$ cat src/rtl/ws2811_transmitter.sv
// -----------------------------------------------------------------------------
// ws2811_transmitter
//
// Serialises a frame of NUM_LEDS 24-bit pixels onto a single WS2811 data line.
// For every pixel the block presents an index on ledindex, waits for the pixel
// controller to settle, samples red/green/blue into a shift register and sends
// the 24 bits MSB first. Each bit is a fixed TBIT_CYC period: high for T1H_CYC
// (bit=1) or T0H_CYC (bit=0), then low. After the last pixel the line is held
// low for TRESET_CYC cycles so the LEDs latch, and frame_done pulses once.
//
// Configuration macro:
//   WS2811_GRB_ORDER_EN  defined   -> pixel word is {green, red, blue}
//                        undefined -> pixel word is {red, green, blue}
//
// Ports:
//   clk        in   rising-edge clock
//   rst_n      in   asynchronous active-low reset
//   enable     in   start a frame (sampled in IDLE only)
//   red        in   [7:0] colour of the pixel at ledindex
//   green      in   [7:0] colour of the pixel at ledindex
//   blue       in   [7:0] colour of the pixel at ledindex
//   ledindex   out  [7:0] pixel currently being fetched
//   data_out   out  WS2811 serial line
//   busy       out  high from frame start until frame_done
//   frame_done out  one-cycle pulse at the end of the latch gap
// -----------------------------------------------------------------------------
module ws2811_transmitter #(
    parameter int NUM_LEDS         = 50,
    parameter int PIXEL_SETTLE_CYC = 32,
    parameter int TBIT_CYC         = 125,
    parameter int T0H_CYC          = 25,
    parameter int T1H_CYC          = 60,
    parameter int TRESET_CYC       = 2500
) (
    input  logic       clk,
    input  logic       rst_n,
    input  logic       enable,
    input  logic [7:0] red,
    input  logic [7:0] green,
    input  logic [7:0] blue,
    output logic [7:0] ledindex,
    output logic       data_out,
    output logic       busy,
    output logic       frame_done
);

    typedef enum logic [1:0] {
        IDLE   = 2'd0,
        SETTLE = 2'd1,
        SEND   = 2'd2,
        LATCH  = 2'd3
    } state_t;

    // Counter terminal values; every counter restarts at 0 when its state begins.
    localparam logic [31:0] SETTLE_LAST = 32'(PIXEL_SETTLE_CYC);
    localparam logic [31:0] BIT_LAST    = 32'(TBIT_CYC - 1);
    localparam logic [31:0] LATCH_LAST  = 32'(TRESET_CYC - 1);
    localparam logic [31:0] T0H         = 32'(T0H_CYC);
    localparam logic [31:0] T1H         = 32'(T1H_CYC);
    localparam logic [7:0]  LAST_IDX    = 8'(NUM_LEDS - 1);
    localparam logic [4:0]  LAST_BIT    = 5'd23;

    state_t      state_r, state_s;
    logic [31:0] cnt_r, cnt_s;
    logic [4:0]  bit_idx_r, bit_idx_s;
    logic [23:0] shift_r, shift_s;
    logic [7:0]  ledindex_r, ledindex_s;
    logic        last_pix_r, last_pix_s;
    logic        busy_r, busy_s;
    logic        data_out_r, data_out_s;
    logic        frame_done_r, frame_done_s;
    logic [23:0] pixel_word_s;

    // High time of a bit with the given value.
    function automatic logic [31:0] high_cycles(input logic bit_val);
        logic [31:0] cyc;
        if (bit_val) begin
            cyc = T1H;
        end else begin
            cyc = T0H;
        end
        return cyc;
    endfunction

`ifdef WS2811_GRB_ORDER_EN
    assign pixel_word_s = {green, red, blue};
`else
    assign pixel_word_s = {red, green, blue};
`endif

    // Next-state and next-output logic for the frame sequencer.
    always_comb begin
        state_s      = state_r;
        cnt_s        = cnt_r;
        bit_idx_s    = bit_idx_r;
        shift_s      = shift_r;
        ledindex_s   = ledindex_r;
        last_pix_s   = last_pix_r;
        busy_s       = busy_r;
        data_out_s   = 1'b0;
        frame_done_s = 1'b0;
        case (state_r)
            IDLE: begin
                if (enable) begin
                    state_s    = SETTLE;
                    cnt_s      = 32'd0;
                    ledindex_s = 8'd0;
                    busy_s     = 1'b1;
                end else begin
                    busy_s     = 1'b0;
                end
            end
            SETTLE: begin
                if (cnt_r == SETTLE_LAST) begin
                    // First pixel load: the line rises on this same edge.
                    state_s    = SEND;
                    cnt_s      = 32'd0;
                    bit_idx_s  = 5'd0;
                    shift_s    = pixel_word_s;
                    data_out_s = (32'd0 < high_cycles(pixel_word_s[23]));
                    last_pix_s = (ledindex_r == LAST_IDX);
                    if (ledindex_r == LAST_IDX) begin
                        ledindex_s = ledindex_r;
                    end else begin
                        ledindex_s = ledindex_r + 8'd1;
                    end
                end else begin
                    cnt_s = cnt_r + 32'd1;
                end
            end
            SEND: begin
                if (cnt_r != BIT_LAST) begin
                    cnt_s      = cnt_r + 32'd1;
                    data_out_s = ((cnt_r + 32'd1) < high_cycles(shift_r[23]));
                end else if (bit_idx_r != LAST_BIT) begin
                    cnt_s      = 32'd0;
                    bit_idx_s  = bit_idx_r + 5'd1;
                    shift_s    = {shift_r[22:0], 1'b0};
                    data_out_s = (32'd0 < high_cycles(shift_r[22]));
                end else if (!last_pix_r) begin
                    // Back-to-back reload keeps the bit grid unbroken; ledindex
                    // already points at this pixel and has settled meanwhile.
                    cnt_s      = 32'd0;
                    bit_idx_s  = 5'd0;
                    shift_s    = pixel_word_s;
                    data_out_s = (32'd0 < high_cycles(pixel_word_s[23]));
                    last_pix_s = (ledindex_r == LAST_IDX);
                    if (ledindex_r == LAST_IDX) begin
                        ledindex_s = ledindex_r;
                    end else begin
                        ledindex_s = ledindex_r + 8'd1;
                    end
                end else begin
                    state_s = LATCH;
                    cnt_s   = 32'd0;
                end
            end
            LATCH: begin
                if (cnt_r == LATCH_LAST) begin
                    state_s      = IDLE;
                    cnt_s        = 32'd0;
                    busy_s       = 1'b0;
                    frame_done_s = 1'b1;
                end else begin
                    cnt_s = cnt_r + 32'd1;
                end
            end
            default: begin
                state_s    = IDLE;
                cnt_s      = 32'd0;
                bit_idx_s  = 5'd0;
                shift_s    = 24'd0;
                ledindex_s = 8'd0;
                last_pix_s = 1'b0;
                busy_s     = 1'b0;
            end
        endcase
    end

    // State and output registers; reset clears data_out without a clock edge.
    always_ff @(posedge clk or negedge rst_n) begin
        if (!rst_n) begin
            state_r      <= IDLE;
            cnt_r        <= 32'd0;
            bit_idx_r    <= 5'd0;
            shift_r      <= 24'd0;
            ledindex_r   <= 8'd0;
            last_pix_r   <= 1'b0;
            busy_r       <= 1'b0;
            data_out_r   <= 1'b0;
            frame_done_r <= 1'b0;
        end else begin
            state_r      <= state_s;
            cnt_r        <= cnt_s;
            bit_idx_r    <= bit_idx_s;
            shift_r      <= shift_s;
            ledindex_r   <= ledindex_s;
            last_pix_r   <= last_pix_s;
            busy_r       <= busy_s;
            data_out_r   <= data_out_s;
            frame_done_r <= frame_done_s;
        end
    end

    assign ledindex   = ledindex_r;
    assign data_out   = data_out_r;
    assign busy       = busy_r;
    assign frame_done = frame_done_r;

endmodule

$ cat config.mk
export PLATFORM = sky130hd
export DESIGN_NAME = ws2811_transmitter
export DESIGN_NICKNAME = d
export VERILOG_FILES = /design/src/rtl/ws2811_transmitter.sv
export SDC_FILE = /design/constraint.sdc
export NUM_CORES = 1
export LEC_CHECK = 0
export ABC_AREA = 1
export BUFFER_PORTS_ARGS = -buffer_cell sky130_fd_sc_hd__buf_2
export CELL_PAD_IN_SITES_DETAIL_PLACEMENT = 1
export CELL_PAD_IN_SITES_GLOBAL_PLACEMENT = 1
export CORE_MARGIN = 8
export CORE_UTILIZATION = 47
export CTS_CLUSTER_SIZE = 40
export DETAILED_ROUTE_END_ITERATION = 10
export HOLD_SLACK_MARGIN = 0.05
export PLACE_DENSITY_LB_ADDON = 0.1
export SLEW_MARGIN = 40
export SYNTH_ARGS = -nofsm -noshare
export SYNTH_HDL_FRONTEND = slang
export SYNTH_SLANG_ARGS = --single-unit
$ cat constraint.sdc
create_clock -name clk -period 4.7 [get_ports clk]
set_clock_uncertainty 0.05 [all_clocks]
set_input_delay 0.705 -clock clk [delete_from_list [all_inputs] [get_ports clk]]
set_output_delay 0.705 -clock clk [all_outputs]
set_load 0.02 [all_outputs]
==> impl_metrics.py, run 1 <==
metrics = {
    "status": {
        "outcome": "finished, final reports clean",
    },
    "clocking": {
        "cts_buffer_depth": 2,
        "clkTransAtPathRegs_ps": 80,
        "cts_setup_buffers": 0,
        "cts_buffers": 9,
        "cts_tree": "built",
        "cts_max_level": 3,
        "cts_root_buf": "clkbuf_8",
        "clock-sinks": 75,
        "cts_hold_buf": 0,
        "cts-resized-gates": 0,
        "clock_latency_ps": 360,
    },
    "sta": {
        "fin_tns_setup_ps": 0,
        "fmax_mhz": 304,
        "relSlewSlack": 0.461,
        "holdWs_ps": 313,
        "finalMaxSlewViolations": 0,
        "finalSetupViolCount": 0,
        "fin_crit_sh": 0.700,
        "hold_viol_final": 0,
        "tightest_slew_ps": 804,
        "grt_setup_unrepaired": "false",
        "min_period_ps": 3290,
        "setup_slack_ps": 1410,
    },
    "critical_path": {
        "path_class": "reg -> reg",
        "endpoint_kind": "flip-flop",
        "crit_required_ps": 4940,
        "cp-start-kind": "flip-flop",
        "reg2reg_to": "ledindex[2]",
        "crit-reg2reg-launch": "state_r[0]",
        "rrSetupSlack_ps": 1410,
        "arrival_ps": 3530,
        "worstRegToRegCells": 12,
        "critPathMaxFanout": 20,
    },
    "placement": {
        "place_ws_ps": 1720,
        "gp_congestion": 0.833,
        "io_buffers": 37,
        "hpwl_um": 10300,
    },
    "drt": {
        "vias": 4533,
        "first_iter_violations": 288,
        "drc": 0,
        "routedWlPerCell_um": 17.1,
        "drtAntennaViolNets": 0,
        "drt-pass1-iter-count": 5,
        "drt-total-wl_um": 14200,
        "avgViaCountPerCell": 5.45,
    },
    "synthesis": {
        "synth_cell_type_count": 39,
        "synthArstFlopShare": 1.00,
        "ys_top_cells_by_area": "dfrtp_1 40%, nand2_1 15%, inv_1 6.9%, nor2_1 6.3%, nand3_1 5.9%",
        "synth.top_cell.area_share": 0.400,
        "synth_top_area_cell": "dfrtp_1",
        "synth_enable_flop_cells": 0,
        "synth_nets": 701,
        "yosysSeqAreaShare": 0.400,
        "syn_area_um2": 4690,
        "ys_seq_elements": 75,
        "netlist_instances": 663,
        "ys.flop_type": "dfrtp_1",
        "syn_avg_cell_area_um2": 7.07,
        "yosysWarnings": 0,
    },
    "pwr": {
        "powerDensity_nw_per_um2": 487,
        "vdd_drop_max_mv": 0.281,
        "power_leakage_nw": 2.47,
    },
    "floorplan": {
        "io_pins": 38,
        "coreArea_um2": 9730,
        "die_h_um": 116,
        "die_x_um": 116,
        "start_util": 0.482,
        "die_area_um2": 13400,
        "std_cell_rows": 36,
    },
    "worst_hold_path": {
        "min_path_type": "in -> async",
    },
    "finish": {
        "final_common_cell": "nand2_1",
        "layout-drive-gt1-share": 0.106,
        "final_core_util": 0.534,
        "layout.nets": 733,
        "mostFrequentLayoutCells": "184 x nand2_1, 85 x inv_1, 79 x nor2_1",
        "syn_to_final_growth_pct": 10.9,
        "nFillCells": 1332,
        "antenna_cells": 0,
    },
    "grt": {
        "grt_pass1_wl_um": 23900,
        "grt_pass1_vias": 4885,
        "grt_overflow_total": 0,
        "gr-usage-all-layers": 0.225,
        "antenna_found_initial": 0,
        "grt_max_degree": 76,
    },
    "job": {
        "cap_violations": 0,
    },
}
registers in the layout, indices dropped and copies added (netlist names):
name and cells:
bit_idx_r 5, busy 1, cnt_r 32, data_out 1
frame_done 1, last_pix_r 1, ledindex 8, shift_r 24
state_r 2
cells by family (layout without fill, tap and decap cells):
logic type / Yosys count / after routing / share of synthesized area
buffers and inverters: 108 / 143 / 0.0897
XOR/XNOR: 7 / 7 / 0.0131
adder cells (fa/ha/maj): 11 / 11 / 0.0294
AND/OR/NAND/NOR: 353 / 353 / 0.327
flip-flops: 75 / 75 / 0.400
AO/OA/AOI/OAI: 109 / 109 / 0.141
critical path: stages, from the launching register on:
cell and delay [ps]:
dfrtp_1 410, inv_1 90, ha_1 240, clkinv_1 670, nor2_1 590, inv_1 130, o2111ai_1 130, a21oi_1 60
nand2_1 340, inv_1 190, nand3_1 110, o21ai_0 80, nor2_1 100
final cells by class:
class	instances	area [µm²]	share of cell area
clock inverters	2	60.1	0.0116
clock buffers	12	155	0.0298
inverters	90	339	0.0652
repair buffers	39	210	0.0404
multi-input cells	480	2390	0.460
flip-flops and latches	75	1880	0.361
well taps	133	166	0.0320
worst max-delay path by stage:
| stage | from | to | slack, ps | cells after the start |
|---|---|---|---|---|
| final | state_r[0] | ledindex[2] | 1410 | 12 |
| after global routing | state_r[0] | ledindex[3] | 1130 | 12 |
| after floorplan | cnt_r[0] | data_out | 2710 | 15 |
| after detailed placement | state_r[0] | ledindex[3] | 1720 | 12 |
| after CTS | state_r[0] | ledindex[3] | 1700 | 12 |
| after global placement | state_r[0] | ledindex[3] | 1900 | 12 |
report_power, final:
part / internal (W) / leakage (nW) / switching [W]
clock network: 0.000323 / 0.109 / 0.000246
logic: 0.000296 / 1.37 / 0.000774
registers: 0.000799 / 0.991 / 0.0000923
synth_stat cells (2+ instances only):
cell type and instances:
clkbuf_1 9, inv_2 3, buf_2 5, dfrtp_1 75, nand3_1 55, o21ai_1 4
nor4_1 2, o211ai_1 18, nand2_2 4, nor2_1 79, nand2_1 184, o21ai_0 50
o31ai_1 8, xor2_1 5, xnor2_1 2, a21oi_2 2, o22ai_1 13, nor3_1 5
inv_1 86, buf_4 2, a21oi_1 8, nand2_4 2, nor2_4 5, ha_1 11
nand4_1 12
metrics by stage:
| step | instances | instance area (µm²) | total power (W) |
|---|---|---|---|
| after global routing | 831 | 5200 | 0.00273 |
| after CTS | 830 | 5190 | 0.00252 |
| after floorplan | 663 | 4690 | 0.00167 |
| after global placement | 816 | 4970 | 0.00187 |
| after detailed placement | 816 | 4970 | 0.00196 |
| final | 831 | 5200 | 0.00253 |
routing by layer:
layer  routed length [µm]  share of wire  vias up  global-route usage
met4                  165          0.012        0              0.0674
li1                     -              -     2215                   -
met2                 6770           0.48       80               0.375
met5                    0              0        -                   0
met1                 6620           0.47     2221               0.289
met3                  621          0.044       17              0.0406
Power figures use the tool's default switching activity.
==> run 2: changes to the inputs <==
--- a/config.mk
+++ b/config.mk
@@ -10,7 +10,7 @@
 export CELL_PAD_IN_SITES_DETAIL_PLACEMENT = 1
 export CELL_PAD_IN_SITES_GLOBAL_PLACEMENT = 1
 export CORE_MARGIN = 8
-export CORE_UTILIZATION = 47
+export CORE_UTILIZATION = 44
 export CTS_CLUSTER_SIZE = 40
 export DETAILED_ROUTE_END_ITERATION = 10
 export HOLD_SLACK_MARGIN = 0.05
==> constraint.sdc (replaced) <==
create_clock -name clk -period 3.04 [get_ports clk]
set_clock_uncertainty 0.05 [all_clocks]
set_input_delay 0.456 -clock clk [delete_from_list [all_inputs] [get_ports clk]]
set_output_delay 0.456 -clock clk [all_outputs]
set_load 0.02 [all_outputs]
==> run 2 against run 1 <==
Effect of this change:
- maximum frequency is 31% higher
- register-to-register slack worse by 880 ps
- setup slack worse by 880 ps
- wire length is 1.9% lower
- hold slack worse by 230 ps
- non-clock buffer count is 2 higher
- sequential share of layout area stayed put
- power is 51% higher
==> impl_metrics.py, run 2 (same netlist as run 1, synthesis figures left out) <==
metrics = {
    "grt": {
        "grt_pass1_vias": 4937,
        "grt_pass1_wl_um": 24100,
        "grt_max_degree": 76,
        "grt_overflow_total": 0,
        "gr-usage-all-layers": 0.204,
        "antenna_found_initial": 0,
    },
    "critical_path": {
        "path_buf_inv": 2,
        "critPathMaxFanout": 19,
        "path_cells": "inv_1 -> nand4_1 -> nor4_1 -> nand3_1 -> a21oi_2 -> inv_2 -> nand2_2 -> o22ai_1",
        "critPathMaxStageDelay_ps": 450,
        "arrival_ps": 2690,
        "slowest_stage": "nor4_1",
        "cp-start-kind": "flip-flop",
        "path_class": "reg -> reg",
        "crit_required_ps": 3220,
        "endpoint_kind": "flip-flop",
        "crit_family": "simple AND/OR/NAND/NOR gates",
    },
    "drt": {
        "drt-pass1-iter-count": 6,
        "drt-total-wl_um": 13900,
        "drtAntennaViolNets": 0,
        "vias": 4545,
        "routedWlPerCell_um": 16.6,
        "drc": 0,
        "first_iter_violations": 289,
        "avgViaCountPerCell": 5.42,
    },
    "clocking": {
        "cts-resized-gates": 0,
        "clock-sinks": 75,
        "cts_buffer_depth": 2,
        "cts_setup_buffers": 0,
        "cts_buffers": 9,
        "cts_root_buf": "clkbuf_8",
        "clock_latency_ps": 360,
        "cts_tree": "built",
        "cts_max_level": 3,
        "cts_hold_buf": 0,
        "clkTransAtPathRegs_ps": 80,
    },
    "sta": {
        "grt_setup_unrepaired": "false",
        "fmax_mhz": 398,
        "min_period_ps": 2510,
        "relSlewSlack": 0.516,
        "tightest_slew_ps": 727,
        "fin_crit_sh": 0.827,
        "finalMaxSlewViolations": 0,
        "fin_tns_setup_ps": 0,
        "finalSetupViolCount": 0,
        "hold_viol_final": 0,
    },
    "finish": {
        "top_register": "cnt_r",
        "antenna_cells": 0,
        "largest_register_ffs": 32,
        "syn_to_final_growth_pct": 10.9,
        "mostFrequentLayoutCells": "184 x nand2_1, 86 x inv_1, 79 x nor2_1",
        "layout.nets": 735,
        "layout-drive-gt1-share": 0.111,
        "instances_no_fill": 838,
        "nFillCells": 1371,
        "final_common_cell": "nand2_1",
    },
    "placement": {
        "io_buffers": 37,
        "dp.cells": 822,
        "gp_congestion": 0.828,
        "hpwl_um": 10100,
    },
    "status": {
        "outcome": "finished, final reports clean",
    },
    "floorplan": {
        "std_cell_rows": 37,
        "start_util": 0.454,
        "die_area_um2": 14200,
        "coreArea_um2": 10300,
        "die_x_um": 119,
        "die_h_um": 119,
        "io_pins": 38,
    },
    "pwr": {
        "power_leakage_nw": 2.47,
        "powerDensity_nw_per_um2": 737,
        "vdd_drop_max_mv": 0.384,
    },
    "job": {
        "cap_violations": 0,
    },
    "worst_hold_path": {
        "min_path_type": "in -> async",
    },
}
run 2: changes by cell type in the layout (fill, tap and decap cells not counted), sizes merged:
| cell | change |
|---|---|
| clkbuf | -2 |
| buf | +2 |
| clkinvlp | +2 |
| clkinv | +1 |
| bufinv | -1 |
| inv | +2 |
run 2: layout make-up:
| type | count | area [µm²] | share of cell area |
|---|---|---|---|
| flip-flops and latches | 75 | 1880 | 0.361 |
| clock inverters | 6 | 63.8 | 0.0123 |
| clock buffers | 10 | 138 | 0.0265 |
| well taps | 136 | 170 | 0.0327 |
| repair buffers | 41 | 221 | 0.0426 |
| multi-input cells | 480 | 2390 | 0.460 |
| inverters | 90 | 338 | 0.0650 |
run 2: path summary, 6_finish.rpt:
kind | from | to | slack [ps] | cells after the start
worst max register to register | cnt_r[14] | cnt_r[15] | 530 | 8
worst min-delay path | rst_n | cnt_r[22] | 80 | 1
worst max-delay path | cnt_r[14] | cnt_r[15] | 530 | 8
worst min register to register | shift_r[0] | shift_r[0] | 450 | 2
max in group asynchronous | rst_n | shift_r[14] | 2360 | 1
min in group clk | blue[0] | shift_r[0] | 280 | 3
run 2: power breakdown:
group	internal (W)	total, W	switching [W]
clock	0.000402	0.000811	0.000409
combinational	0.000464	0.00165	0.00119
sequential	0.00124	0.00137	0.000134
run 2: worst register-to-register path, cell delays in order (launching register included):
cell,delay (ps)
dfrtp_1,430
inv_1,120
nand4_1,150
nor4_1,450
nand3_1,260
a21oi_2,240
inv_2,210
nand2_2,350
o22ai_1,130
run 2: metrics by stage:
step                setup slack [ps]  utilization  hold WS (ps)  instance area, µm²  total power (W)
detailed placement               574        0.484           429                5000          0.00302
floorplan                       1050            -           110                4690          0.00258
CTS                              532        0.504           104                5200          0.00388
global route                     185        0.504           138                5200          0.00414
finish                           527        0.504          83.3                5200          0.00383
global placement                 624        0.484           414                4990          0.00295
run 2: metal layers:
| metal | vias to the layer above | track usage | part of all wire |
|---|---|---|---|
| li1 | 2220 | - | - |
| met1 | 2230 | 0.259 | 0.47 |
| met2 | 74 | 0.342 | 0.47 |
| met3 | 21 | 0.0383 | 0.041 |
| met4 | 0 | 0.0704 | 0.017 |
| met5 | - | 0 | 0 |
